--- config.mk ---
export PLATFORM = sky130hd
export DESIGN_NAME = pipeline_hazard_controller_flat
export DESIGN_NICKNAME = d
export VERILOG_FILES = /design/src/rtl/pipeline_hazard_controller_pkg.sv /design/src/rtl/pipeline_hazard_controller_if.sv /design/src/rtl/pipeline_hazard_controller_load_use_detect.sv /design/src/rtl/pipeline_hazard_controller.sv /design/src/flat_wrapper.sv
export SDC_FILE = /design/constraint.sdc
export NUM_CORES = 1
export LEC_CHECK = 0
export CAP_MARGIN = 20
export CORE_MARGIN = 2
export CORE_UTILIZATION = 33
export CTS_BUF_LIST = sky130_fd_sc_hd__clkbuf_16
export DETAILED_ROUTE_END_ITERATION = 8
export GPL_TIMING_DRIVEN = 0
export PLACE_DENSITY = 0.81
export SYNTH_ARGS = -nofsm -noshare
export SYNTH_HDL_FRONTEND = slang
export SYNTH_SLANG_ARGS = --single-unit
--- constraint.sdc ---
create_clock -name clk -period 1.65 [get_ports clk]
set_input_delay 0.4125 -clock clk [delete_from_list [all_inputs] [get_ports clk]]
set_output_delay 0.4125 -clock clk [all_outputs]
set_load 0.02 [all_outputs]
--- src/rtl/pipeline_hazard_controller_pkg.sv ---
`default_nettype none
// +----------------------------------------------------------------------+
// | pipeline_hazard_controller_pkg : shared encodings for hazard control  |
// | Rev 1.0                                                               |
// +----------------------------------------------------------------------+
package pipeline_hazard_controller_pkg;

  localparam int          REG_AW      = 3;
  localparam logic [18:0] HALT_OPCODE = 19'h7FFFF;

  typedef enum logic [2:0] {
    ST_IDLE   = 3'd0,
    ST_RUN    = 3'd1,
    ST_FLUSH  = 3'd2,
    ST_DRAIN  = 3'd3,
    ST_HALTED = 3'd4,
    ST_FAULT  = 3'd5
  } state_t;

endpackage
`default_nettype wire

--- src/rtl/pipeline_hazard_controller_if.sv ---
`default_nettype none
// +----------------------------------------------------------------------+
// | pipeline_hazard_controller_if : datapath <-> hazard controller bundle |
// | Rev 1.0                                                               |
// +----------------------------------------------------------------------+
interface pipeline_hazard_controller_if;
  import pipeline_hazard_controller_pkg::*;

  logic              run;
  logic [REG_AW-1:0] id_rs;
  logic [REG_AW-1:0] id_rt;
  logic              id_uses_rt;
  logic              ex_mem_read;
  logic [REG_AW-1:0] ex_rd;
  logic              redirect;
  logic              halt_decoded;
  logic              stack_overflow;

  logic              pc_en;
  logic              ifid_en;
  logic              ifid_flush;
  logic              idex_bubble;
  logic              halted;
  logic              fault;
  logic [2:0]        state;

  // master = datapath side, slave = the controller
  modport master (
    output run, id_rs, id_rt, id_uses_rt, ex_mem_read, ex_rd,
           redirect, halt_decoded, stack_overflow,
    input  pc_en, ifid_en, ifid_flush, idex_bubble, halted, fault, state
  );

  modport slave (
    input  run, id_rs, id_rt, id_uses_rt, ex_mem_read, ex_rd,
           redirect, halt_decoded, stack_overflow,
    output pc_en, ifid_en, ifid_flush, idex_bubble, halted, fault, state
  );

endinterface
`default_nettype wire

--- src/rtl/pipeline_hazard_controller_load_use_detect.sv ---
`default_nettype none
// +----------------------------------------------------------------------+
// | load_use_detect : flags an ID instruction reading a load's target     |
// | Rev 1.0                                                               |
// +----------------------------------------------------------------------+
module load_use_detect
  import pipeline_hazard_controller_pkg::*;
(
  input  wire logic              i_ex_mem_read,
  input  wire logic [REG_AW-1:0] i_ex_rd,
  input  wire logic [REG_AW-1:0] i_id_rs,
  input  wire logic [REG_AW-1:0] i_id_rt,
  input  wire logic              i_id_uses_rt,
  output logic                   o_hazard
);

  logic w_rs_match;
  logic w_rt_match;

  // Register 0 is deliberately not exempt: a load to r0 still stalls.
  assign w_rs_match = (i_ex_rd == i_id_rs);
  assign w_rt_match = i_id_uses_rt && (i_ex_rd == i_id_rt);
  assign o_hazard   = i_ex_mem_read && (w_rs_match || w_rt_match);

endmodule
`default_nettype wire

--- src/rtl/pipeline_hazard_controller.sv ---
`default_nettype none
// +----------------------------------------------------------------------+
// | pipeline_hazard_controller : stall/flush/drain sequencing for 5-stage |
// | Rev 1.0                                                               |
// +----------------------------------------------------------------------+
module pipeline_hazard_controller
  import pipeline_hazard_controller_pkg::*;
#(
  parameter int FLUSH_DEPTH = 2,
  parameter int DRAIN_DEPTH = 3,
  parameter int CNT_W       = 2
) (
  input  wire logic                  clk,
  input  wire logic                  rst,
  pipeline_hazard_controller_if.slave bus
);

  state_t             r_state;
  state_t             w_state_nxt;
  logic [CNT_W-1:0]   r_cnt;
  logic [CNT_W-1:0]   w_cnt_nxt;

  logic w_hazard;
  logic w_pc_en;
  logic w_ifid_en;
  logic w_ifid_flush;
  logic w_idex_bubble;
  logic w_halted;
  logic w_fault;

  load_use_detect u_load_use_detect (
    .i_ex_mem_read (bus.ex_mem_read),
    .i_ex_rd       (bus.ex_rd),
    .i_id_rs       (bus.id_rs),
    .i_id_rt       (bus.id_rt),
    .i_id_uses_rt  (bus.id_uses_rt),
    .o_hazard      (w_hazard)
  );

  always_ff @(posedge clk or negedge rst) begin
    if (!rst) begin
      r_state <= ST_IDLE;
      r_cnt   <= '0;
    end else begin
      r_state <= w_state_nxt;
      r_cnt   <= w_cnt_nxt;
    end
  end

  always_comb begin
    w_state_nxt   = r_state;
    w_cnt_nxt     = r_cnt;
    w_pc_en       = 1'b0;
    w_ifid_en     = 1'b0;
    w_ifid_flush  = 1'b1;
    w_idex_bubble = 1'b1;
    w_halted      = 1'b0;
    w_fault       = 1'b0;

    unique case (r_state)
      ST_IDLE: begin
        if (bus.run) w_state_nxt = ST_RUN;
      end

      ST_RUN: begin
        w_pc_en       = 1'b1;
        w_ifid_en     = 1'b1;
        w_ifid_flush  = 1'b0;
        w_idex_bubble = 1'b0;
        if (bus.stack_overflow) begin
          w_pc_en       = 1'b0;
          w_ifid_en     = 1'b0;
          w_idex_bubble = 1'b1;
          w_state_nxt   = ST_FAULT;
        end else if (bus.redirect) begin
          // Redirect outranks halt and load-use: both sit in the squashed shadow.
          w_ifid_flush  = 1'b1;
          w_idex_bubble = 1'b1;
          w_cnt_nxt     = CNT_W'(FLUSH_DEPTH - 1);
          w_state_nxt   = (FLUSH_DEPTH == 1) ? ST_RUN : ST_FLUSH;
        end else if (bus.halt_decoded) begin
          w_pc_en       = 1'b0;
          w_ifid_en     = 1'b0;
          w_idex_bubble = 1'b1;
          w_cnt_nxt     = CNT_W'(DRAIN_DEPTH - 1);
          w_state_nxt   = ST_DRAIN;
        end else if (w_hazard) begin
          w_pc_en       = 1'b0;
          w_ifid_en     = 1'b0;
          w_idex_bubble = 1'b1;
        end
      end

      ST_FLUSH: begin
        w_pc_en   = 1'b1;
        w_ifid_en = 1'b1;
        if (bus.stack_overflow) begin
          w_state_nxt = ST_FAULT;
        end else if (r_cnt == '0) begin
          w_state_nxt = ST_RUN;
        end else begin
          w_cnt_nxt = r_cnt - CNT_W'(1);
        end
      end

      ST_DRAIN: begin
        w_ifid_flush = 1'b0;
        if (bus.stack_overflow) begin
          w_state_nxt = ST_FAULT;
        end else if (r_cnt == '0) begin
          w_state_nxt = ST_HALTED;
        end else begin
          w_cnt_nxt = r_cnt - CNT_W'(1);
        end
      end

      ST_HALTED: begin
        w_ifid_flush = 1'b0;
        w_halted     = 1'b1;
        if (bus.run) w_state_nxt = ST_RUN;
      end

      ST_FAULT: begin
        w_ifid_flush = 1'b0;
        w_fault      = 1'b1;
      end

      default: begin
        w_state_nxt = ST_IDLE;
        w_cnt_nxt   = '0;
      end
    endcase
  end

  assign bus.pc_en       = w_pc_en;
  assign bus.ifid_en     = w_ifid_en;
  assign bus.ifid_flush  = w_ifid_flush;
  assign bus.idex_bubble = w_idex_bubble;
  assign bus.halted      = w_halted;
  assign bus.fault       = w_fault;
  assign bus.state       = r_state;

endmodule
`default_nettype wire
--- src/flat_wrapper.sv ---
// flat-port wrapper written by rule: the top's interface ports become plain ports
module pipeline_hazard_controller_flat import pipeline_hazard_controller_pkg::*;
#(
  parameter int FLUSH_DEPTH = 2,
  parameter int DRAIN_DEPTH = 3,
  parameter int CNT_W       = 2
)
  (clk, rst, bus_run, bus_id_rs, bus_id_rt, bus_id_uses_rt, bus_ex_mem_read, bus_ex_rd, bus_redirect, bus_halt_decoded, bus_stack_overflow, bus_pc_en, bus_ifid_en, bus_ifid_flush, bus_idex_bubble, bus_halted, bus_fault, bus_state);
  pipeline_hazard_controller_if bus_i ();
  input  wire logic clk;
  input  wire logic rst;
  input wire logic [$bits(bus_i.run)-1:0] bus_run;
  input wire logic [$bits(bus_i.id_rs)-1:0] bus_id_rs;
  input wire logic [$bits(bus_i.id_rt)-1:0] bus_id_rt;
  input wire logic [$bits(bus_i.id_uses_rt)-1:0] bus_id_uses_rt;
  input wire logic [$bits(bus_i.ex_mem_read)-1:0] bus_ex_mem_read;
  input wire logic [$bits(bus_i.ex_rd)-1:0] bus_ex_rd;
  input wire logic [$bits(bus_i.redirect)-1:0] bus_redirect;
  input wire logic [$bits(bus_i.halt_decoded)-1:0] bus_halt_decoded;
  input wire logic [$bits(bus_i.stack_overflow)-1:0] bus_stack_overflow;
  output wire logic [$bits(bus_i.pc_en)-1:0] bus_pc_en;
  output wire logic [$bits(bus_i.ifid_en)-1:0] bus_ifid_en;
  output wire logic [$bits(bus_i.ifid_flush)-1:0] bus_ifid_flush;
  output wire logic [$bits(bus_i.idex_bubble)-1:0] bus_idex_bubble;
  output wire logic [$bits(bus_i.halted)-1:0] bus_halted;
  output wire logic [$bits(bus_i.fault)-1:0] bus_fault;
  output wire logic [$bits(bus_i.state)-1:0] bus_state;
  assign bus_i.run = bus_run;
  assign bus_i.id_rs = bus_id_rs;
  assign bus_i.id_rt = bus_id_rt;
  assign bus_i.id_uses_rt = bus_id_uses_rt;
  assign bus_i.ex_mem_read = bus_ex_mem_read;
  assign bus_i.ex_rd = bus_ex_rd;
  assign bus_i.redirect = bus_redirect;
  assign bus_i.halt_decoded = bus_halt_decoded;
  assign bus_i.stack_overflow = bus_stack_overflow;
  assign bus_pc_en = bus_i.pc_en;
  assign bus_ifid_en = bus_i.ifid_en;
  assign bus_ifid_flush = bus_i.ifid_flush;
  assign bus_idex_bubble = bus_i.idex_bubble;
  assign bus_halted = bus_i.halted;
  assign bus_fault = bus_i.fault;
  assign bus_state = bus_i.state;
  pipeline_hazard_controller #(.FLUSH_DEPTH(FLUSH_DEPTH), .DRAIN_DEPTH(DRAIN_DEPTH), .CNT_W(CNT_W)) u_core (.clk(clk), .rst(rst), .bus(bus_i));
endmodule
==> impl_metrics.toml, run 1 <==
[drt]
drt_iter0_drc = 9
ant_nets = 0
viasPerCell = 5.52
vias = 596
first_pass_iters = 4
post_drt_wl_per_cell_um = 16.7
wl_mm = 1.80
drt_drc_violations_left = 0

[worst_setup_path]
worstPathArrival_ns = 1.67
cp-end-kind = "output pin"
worstSetupPathType = "flop to output pin"
worstPathRequired_ns = 1.24
start_kind = "flop"
critical_path.cell_chain = "nor4b_4 > nand2b_1 > or4_4 > buf_6"
regToRegSetupSlack_ns = 0.13
reg2reg_depth = 5
cpPeakStageDelay_ns = 0.44
crit_path_max_fanout = 2
slowest_stage = "or4_4"

[synthesis]
syn_area_per_cell_um2 = 8.43
synth-edff-count = 0
async_reset_ff_share_pct = 100
synth_seq_cells = 5
synth-xor-area-share_pct = 10.9
synth_ff_type = "dfrtp_1"
synth_area_um2 = 480
synth_compound_area_share_pct = 27.3
synth_commonest_cells = "5 x dfrtp_1, 4 x a21oi_1, 4 x nand2_1, 4 x nor2_1"
ys_warn_count = 0
yosysMostFrequentCell = "dfrtp_1"
synthCells = 57
synth.top_cells.by_area = "dfrtp_1 26%, xnor2_1 5.5%, xor2_1 5.5%"
synth-simple-area-share_pct = 26.6
ys_seq_area_share_pct = 26.0
synth_top_family_by_area = "compound AO/OA/AOI/OAI gates"
synth-adder-area-share_pct = 2.60
mappedNetlistNets = 75
synth_top_area_share_pct = 26.0
muxShareOfSynthArea_pct = 0
yosys.area.top_type = "dfrtp_1"
synthDistinctLibCells = 31

[timing]
hold_viol_final = 0
worst_pin_slew_ns = 0.314
finalSetupViolations = 6
finalClockSkew_ns = 0.00203
period_share_pct = 126
maxSlewHeadroom_pct = 78.9
fin_crit_ns = 2.08
rsz0062_at_grt = "yes"
max_freq_mhz = 481
fin_ws_ns = -0.430
drv_slew = 0

[placement]
io_buffers = 24
hpwl_mm = 1.10
place.gp.congestion = 0.830
place_area_um2 = 792
post-place-cells = 96
dp_slack_ns = -1.24

[clock_network]
cts_buffers = 3
cts_sinks = 5
clockBufferDepth = 2
path_clk_slew_ns = 0.03
clock_latency_ns = 0.23
cts_max_level = 1
ctsRootBufferMaster = "clkbuf_16"
cts_hold_buffers = 0
cts_tree = "yes"

[layout]
final_cell_count_no_fill = 108
drive_gt1_share_pct = 44.1
stdcell_area_mm2 = 0.00101
nets = 112
syn_to_final_growth_pct = 111
num_antenna_cells = 0

[outcome]
outcome = "finished, violations left"
violations = "setup timing"

[global_routing]
grt_max_degree = 11
grt_pass1_wl_mm = 2.89
antenna_found_initial = 0
grt_overflow = 0
grt_pass1_vias = 593
track_usage_pct = 22.2

[floorplan]
io_pins = 26
die_h_um = 42.2
die_x_um = 42.2
die-area_mm2 = 0.00178
rows = 13
initial_core_util_pct = 36.0
core_mm2 = 0.00133

[flow_run]
cap_violations = 0

[power]
p_per_area_mw_per_mm2 = 1470
leakage_nw = 0.447
ir_drop_uv = 1110

[min_path]
min_path_type = "input port to asynchronous set/reset pin"
## state kept, by name (all words and copies together) (netlist names)
register and count:
u_core.r_cnt 2, u_core.bus.state 3
## where the power goes
group	switching, mW	total [mW]	internal (mW)
Combinational	0.445	0.882	0.437
Clock	0.0796	0.393	0.314
Sequential	0.0369	0.215	0.178
Total	0.561	1.49	0.930
## metal layers
metal / GRT usage, % / up-vias / share of wire, %
met5: 0 / - / 0
met4: 11.3 / 0 / 2.7
met3: 6.03 / 6 / 8.0
met2: 40.9 / 28 / 54
met1: 22.6 / 283 / 35
li1: - / 279 / -
## per-stage QoR
step	power, mW	hold WS, ns	TNS, ns	util (%)
floorplan	0.669	0.117	-0.594	-
finish	1.49	0.419	-1.23	76.1
global placement	0.922	0.537	-4.73	59.4
CTS	1.46	0.422	-1.29	75.0
detailed placement	0.942	0.532	-4.99	59.4
global route	1.56	0.446	-1.52	76.1
## cells by family after synthesis
kind of cell,count (synthesis)
AO/OA/AOI/OAI,19
XOR/XNOR,6
adder cells (fa/ha/maj),1
buffers and inverters,7
flip-flops,5
AND/OR/NAND/NOR,19
## cell usage in the layout, fill, tap and decap left out, drive strengths merged, types with 2 or more instances in the layout
master and count:
a22oi 3, clkdlybuf4s50 3, o21ai 3, clkbuf 6, buf 15, xnor2 3, nor2 4, nor3b 2
xor2 3, a21o 2, a21oi 4, inv 4, dlygate4sd2 12, nand2 4, dfrtp 5, clkdlybuf4s15 3
## cell type report
class	count	area, µm²
multi-input combinational	45	420
fill	104	319
timing repair buffer	32	285
sequential	5	129
clock buffer	3	75.1
buffer	4	71.3
tap	15	18.8
inverter	3	11.3
clock inverter	1	3.75
## critical path: cells and delay by family, from the launching register on
family	cells	cell delay, ns
buffers and inverters	1	0.15
DFF	1	0.41
and+or+nand+nor	3	0.89
## path summary, 6_finish.rpt
path,startpoint,end
max reg2reg,u_core.r_cnt[0],u_core.bus.state[0]
min,rst,u_core.r_cnt[0]
min reg2reg,u_core.r_cnt[0],u_core.r_cnt[0]
max in group asynchronous,rst,u_core.bus.state[2]
max,u_core.bus.state[2],bus_idex_bubble
min in group clk,u_core.r_cnt[0],u_core.r_cnt[0]
## what timing repair did
item	in CTS	in global routing
pin swaps	9	3
setup buffers	7	1
setup endpoints to repair	9	8
resized for setup	71	4
Power figures use the tool's default switching activity.
==> run 2, diff against run 1 <==
--- a/config.mk
+++ b/config.mk
@@ -10,7 +10,6 @@
 export CORE_UTILIZATION = 33
 export CTS_BUF_LIST = sky130_fd_sc_hd__clkbuf_16
 export DETAILED_ROUTE_END_ITERATION = 8
-export GPL_TIMING_DRIVEN = 0
 export PLACE_DENSITY = 0.81
 export SYNTH_ARGS = -nofsm -noshare
 export SYNTH_HDL_FRONTEND = slang
==> impl_metrics.toml, run 2 (synthesis results as in run 1) <==
[floorplan]
die_x_um = 42.2
io_pins = 26
die-area_mm2 = 0.00178
rows = 13
core_mm2 = 0.00133
die_h_um = 42.2
initial_core_util_pct = 36.0

[clock_network]
clockBufferDepth = 2
cts_buffers = 3
path_clk_slew_ns = 0.03
cts_max_level = 1
ctsRootBufferMaster = "clkbuf_16"
cts_sinks = 5
cts_tree = "yes"
cts_hold_buffers = 0
clock_latency_ns = 0.23

[timing]
holdWs_ns = 0.421
hold_viol_final = 0
finalSetupViolations = 4
fin_crit_ns = 2.11
max_freq_mhz = 473
worst_pin_slew_ns = 0.298
fin_ws_ns = -0.464
finalClockSkew_ns = 0.00270
period_share_pct = 128
drv_slew = 0
tns_ns = -1.42
rsz0062_at_grt = "yes"
maxSlewHeadroom_pct = 79.9

[flow_run]
cap_violations = 0

[drt]
drt_iter0_drc = 15
wl_mm = 1.62
vias = 583
viasPerCell = 5.35
post_drt_wl_per_cell_um = 14.8
drt_drc_violations_left = 0
first_pass_iters = 4
ant_nets = 0

[global_routing]
antenna_found_initial = 0
grt_max_degree = 17
grt_overflow = 0
grt_pass1_vias = 630
grt_pass1_wl_mm = 2.75
track_usage_pct = 20.8

[worst_setup_path]
crit_path_max_fanout = 2
critical_path.cell_chain = "nor4b_4 > nand2b_1 > or4_4 > buf_6"
cpPeakStageDelay_ns = 0.49
worstSetupPathType = "flop to output pin"
worstPathRequired_ns = 1.24
path_depth = 4
start_kind = "flop"
worstPathArrival_ns = 1.70
cp-end-kind = "output pin"
reg2reg_depth = 5
crit_buf_inv = 1
slowest_stage = "or4_4"
crit_family = "simple AND/OR/NAND/NOR gates"

[placement]
hpwl_mm = 1.25
place.gp.congestion = 0.748
post-place-cells = 103
io_buffers = 25

[outcome]
outcome = "finished, violations left"
violations = "setup timing"

[power]
p_per_area_mw_per_mm2 = 1440
ir_drop_uv = 966
leakage_nw = 0.435

[layout]
num-fill-cells = 119
drive_gt1_share_pct = 38.3
nets = 113
final_cell_count_no_fill = 109
largest_reg_flops = 3
syn_to_final_growth_pct = 98.2
layout_commonest_cell = "dlygate4sd2_1"
num_antenna_cells = 0
mostFrequentLayoutCells = "15 x dlygate4sd2_1, 14 x buf_4, 4 x inv_1, 4 x a21oi_1"

[min_path]
min_path_type = "input port to asynchronous set/reset pin"
[run 2: cell types whose count changed in the layout (fill, tap and decap cells not counted), sizes merged]
| cell | before | now |
|---|---|---|
| buf | 15 | 18 |
| clkbuf | 6 | 3 |
| clkdlybuf4s15 | 3 | 1 |
| dlygate4sd2 | 12 | 15 |
[run 2: final cells by class]
class	instances	area [µm²]	area share, %
clock buffer	3	75.1	7.88
clock inverter	1	3.75	0.394
inverter	3	11.3	1.18
multi-input combinational	45	399	41.9
sequential	5	129	13.5
tap	15	18.8	1.97
timing repair buffer	37	315	33.1
[run 2: metal layers]
metal	up-vias	share of wire (%)	wire [µm]	global-route usage, %
li1	283	-	-	-
met1	260	36	579	18.9
met2	32	52	844	38.4
met3	8	8.3	134	5.60
met4	0	3.6	58	16.3
met5	-	0	0	0
[run 2: repair_timing]
action | in CTS | in global routing
setup endpoints to repair | 11 | 6
setup buffers | 2 | 0
pin swaps | 9 | 2
gates resized for setup | 54 | 4
[run 2: worst reg2reg max path: cells and delay by family, from the launching register on]
| family | cells | cell delay, ns |
|---|---|---|
| AOI/OAI and AO/OA | 2 | 0.19 |
| adders and majority gates | 1 | 0.23 |
| buffers and inverters | 1 | 0.06 |
| and+or+nand+nor | 1 | 0.55 |
| DFF | 1 | 0.37 |
[run 2: worst paths after layout]
| kind | start | endpoint | slack [ns] |
|---|---|---|---|
| worst min register to register | u_core.r_cnt[0] | u_core.r_cnt[0] | 0.57 |
| max in group asynchronous | rst | u_core.bus.state[2] | 1.00 |
| min in group clk | u_core.r_cnt[0] | u_core.r_cnt[0] | 0.57 |
| worst max-delay path | u_core.bus.state[1] | bus_idex_bubble | -0.46 |
| worst min-delay path | rst | u_core.r_cnt[0] | 0.42 |
| worst max register to register | u_core.r_cnt[0] | u_core.bus.state[0] | 0.12 |
[run 2: metrics by stage]
step                cell area, µm²  total power, mW  setup WS (ns)  utilization (%)
detailed placement             837             1.00          -1.12             62.8
CTS                            940             1.36         -0.479             70.5
finish                         952             1.37         -0.464             71.4
floorplan                      533            0.669         -0.272                -
global route                   952             1.45         -0.540             71.4
global placement               837            0.984          -1.10             62.8
[run 2: power by group]
group	total, mW	internal [mW]	switching [mW]
logic	0.761	0.364	0.397
registers	0.213	0.178	0.0349
clock network	0.395	0.314	0.0808
==> run 3, diff against run 2 <==
==> constraint.sdc (replaced) <==
create_clock -name clk -period 1.65 [get_ports clk]
set_input_delay 0.4125 -clock clk [delete_from_list [all_inputs] [get_ports clk]]
set_output_delay 0.4125 -clock clk [all_outputs]
set_load 0.1 [all_outputs]
==> impl_metrics.toml, run 3 (synthesis results as in run 1) <==
[outcome]
outcome = "finished, violations left"
violations = "setup timing"

[global_routing]
grt_max_degree = 13
grt_overflow = 0
grt_pass1_wl_mm = 3.62
grt_use_met1_pct = 27.5
grt-busiest-layer = "met2"
antenna_found_initial = 0
grtUsageMet2_pct = 51.2
track_usage_pct = 27.7
grt_pass1_vias = 721
grt.met3_usage_pct = 11.6

[timing]
fin_ws_ns = -0.552
finalClockSkew_ns = 0.00109
max_freq_mhz = 454
rsz0062_at_grt = "yes"
period_share_pct = 133
worst_pin_slew_ns = 0.356
hold_viol_final = 0
tns_ns = -2.21
finalSetupViolations = 7
maxSlewHeadroom_pct = 76.4
drv_slew = 0
fin_crit_ns = 2.20

[worst_setup_path]
critical_path.cell_chain = "nor4b_4 > nand2b_1 > or4_4 > buf_12"
slowest_stage = "dfrtp_4"
cp-end-kind = "output pin"
worstSetupPathType = "flop to output pin"
start_kind = "flop"
cpPeakStageDelay_ns = 0.48
worstPathRequired_ns = 1.24
worstPathArrival_ns = 1.79
crit_path_max_fanout = 2

[layout]
regArea_um2 = 136
stdcell_area_mm2 = 0.00120
layout_commonest_cell = "buf_4"
num-fill-cells = 55
nets = 118
mostFrequentLayoutCells = "11 x buf_4, 10 x dlygate4sd2_1, 10 x buf_12"
drive_gt1_share_pct = 51.5
multiInputGateArea_um2 = 450
num_antenna_cells = 0
largest_reg_flops = 3
finalCoreUtilization_pct = 89.7
syn_to_final_growth_pct = 149

[clock_network]
clockBufferDepth = 2
cts_tree = "yes"
ctsRootBufferMaster = "clkbuf_16"
clock_latency_ns = 0.23
cts_sinks = 5
cts_buffers = 3
path_clk_slew_ns = 0.03
cts_hold_buffers = 0
cts_max_level = 1

[drt]
ant_nets = 0
viasPerCell = 5.62
wl_mm = 2.28
first_pass_iters = 4
post_drt_wl_per_cell_um = 20.0
drt_iter0_drc = 26
vias = 641
drt_drc_violations_left = 0

[floorplan]
rows = 13
die_x_um = 42.2
die-area_mm2 = 0.00178
io_pins = 26
core_mm2 = 0.00133
die_h_um = 42.2
initial_core_util_pct = 36.0

[placement]
hpwl_mm = 1.36
place.gp.congestion = 0.815
place_area_um2 = 973
io_buffers = 25

[min_path]
min_path_type = "input port to asynchronous set/reset pin"

[flow_run]
cap_violations = 0

[power]
ir_drop_uv = 1720
p_total_mw = 2.40
p_per_area_mw_per_mm2 = 2010
leakage_nw = 0.522
==> run 3: cell count changes in the layout (fill, tap and decap cells not counted), sizes merged <==
cell,change
buf,+8
inv,-1
clkinvlp,+1
clkdlybuf4s50,+1
dlymetal6s2s,+1
dlygate4sd2,-5
==> run 3: layout make-up <==
cell class                 instances  area share [%]
timing repair buffer              42            41.5
clock buffer                       3            6.28
sequential                         5            11.4
inverter                           3            1.26
tap                               15            1.57
clock inverter                     1           0.314
multi-input combinational         45            37.7
==> run 3: per-layer routing <==
| layer | wire (µm) | up-vias |
|---|---|---|
| met2 | 1230 | 39 |
| met4 | 55 | 0 |
| met1 | 794 | 300 |
| li1 | - | 296 |
| met3 | 201 | 6 |
| met5 | 0 | - |
==> run 3: final timing paths <==
check / start / to / slack [ns] / cells after the start
setup / recovery: u_core.bus.state[2] / bus_idex_bubble / -0.55 / 4
hold / removal: rst / u_core.bus.state[2] / 0.41 / 1
setup reg to reg: u_core.bus.state[2] / u_core.r_cnt[0] / 0.05 / 4
hold reg to reg: u_core.r_cnt[0] / u_core.r_cnt[0] / 0.60 / 1
max in group asynchronous: rst / u_core.bus.state[0] / 1.03 / 1
min in group clk: u_core.r_cnt[0] / u_core.r_cnt[0] / 0.60 / 1
==> run 3: what timing repair did <==
item,in CTS,in global routing
pin swaps,12,7
endpoints found under the setup margin,8,10
resized for setup,38,5
setup buffers,5,1
==> run 3: critical path: cells and delay by family, from the launching register on <==
family        cells  cell delay (ns)
buf+inv           1             0.18
flops             1             0.48
simple gates      3             0.90
==> run 3: report_power, final <==
| part | leakage [nW] | internal [mW] | switching, mW | total (mW) |
|---|---|---|---|---|
| Sequential | 0.0577 | 0.191 | 0.0496 | 0.241 |
| Clock | 0.0423 | 0.314 | 0.0768 | 0.390 |
| Combinational | 0.422 | 0.713 | 1.06 | 1.77 |
==> run 3: through the flow <==
step / worst slack (ns) / hold slack [ns] / std cells
final: -0.552 / 0.408 / 114
after global routing: -0.597 / 0.436 / 114
after CTS: -0.528 / 0.424 / 114
after detailed placement: -0.794 / 0.547 / 105
after global placement: -0.732 / 0.524 / 105
after floorplan: -1.09 / 0.117 / 57
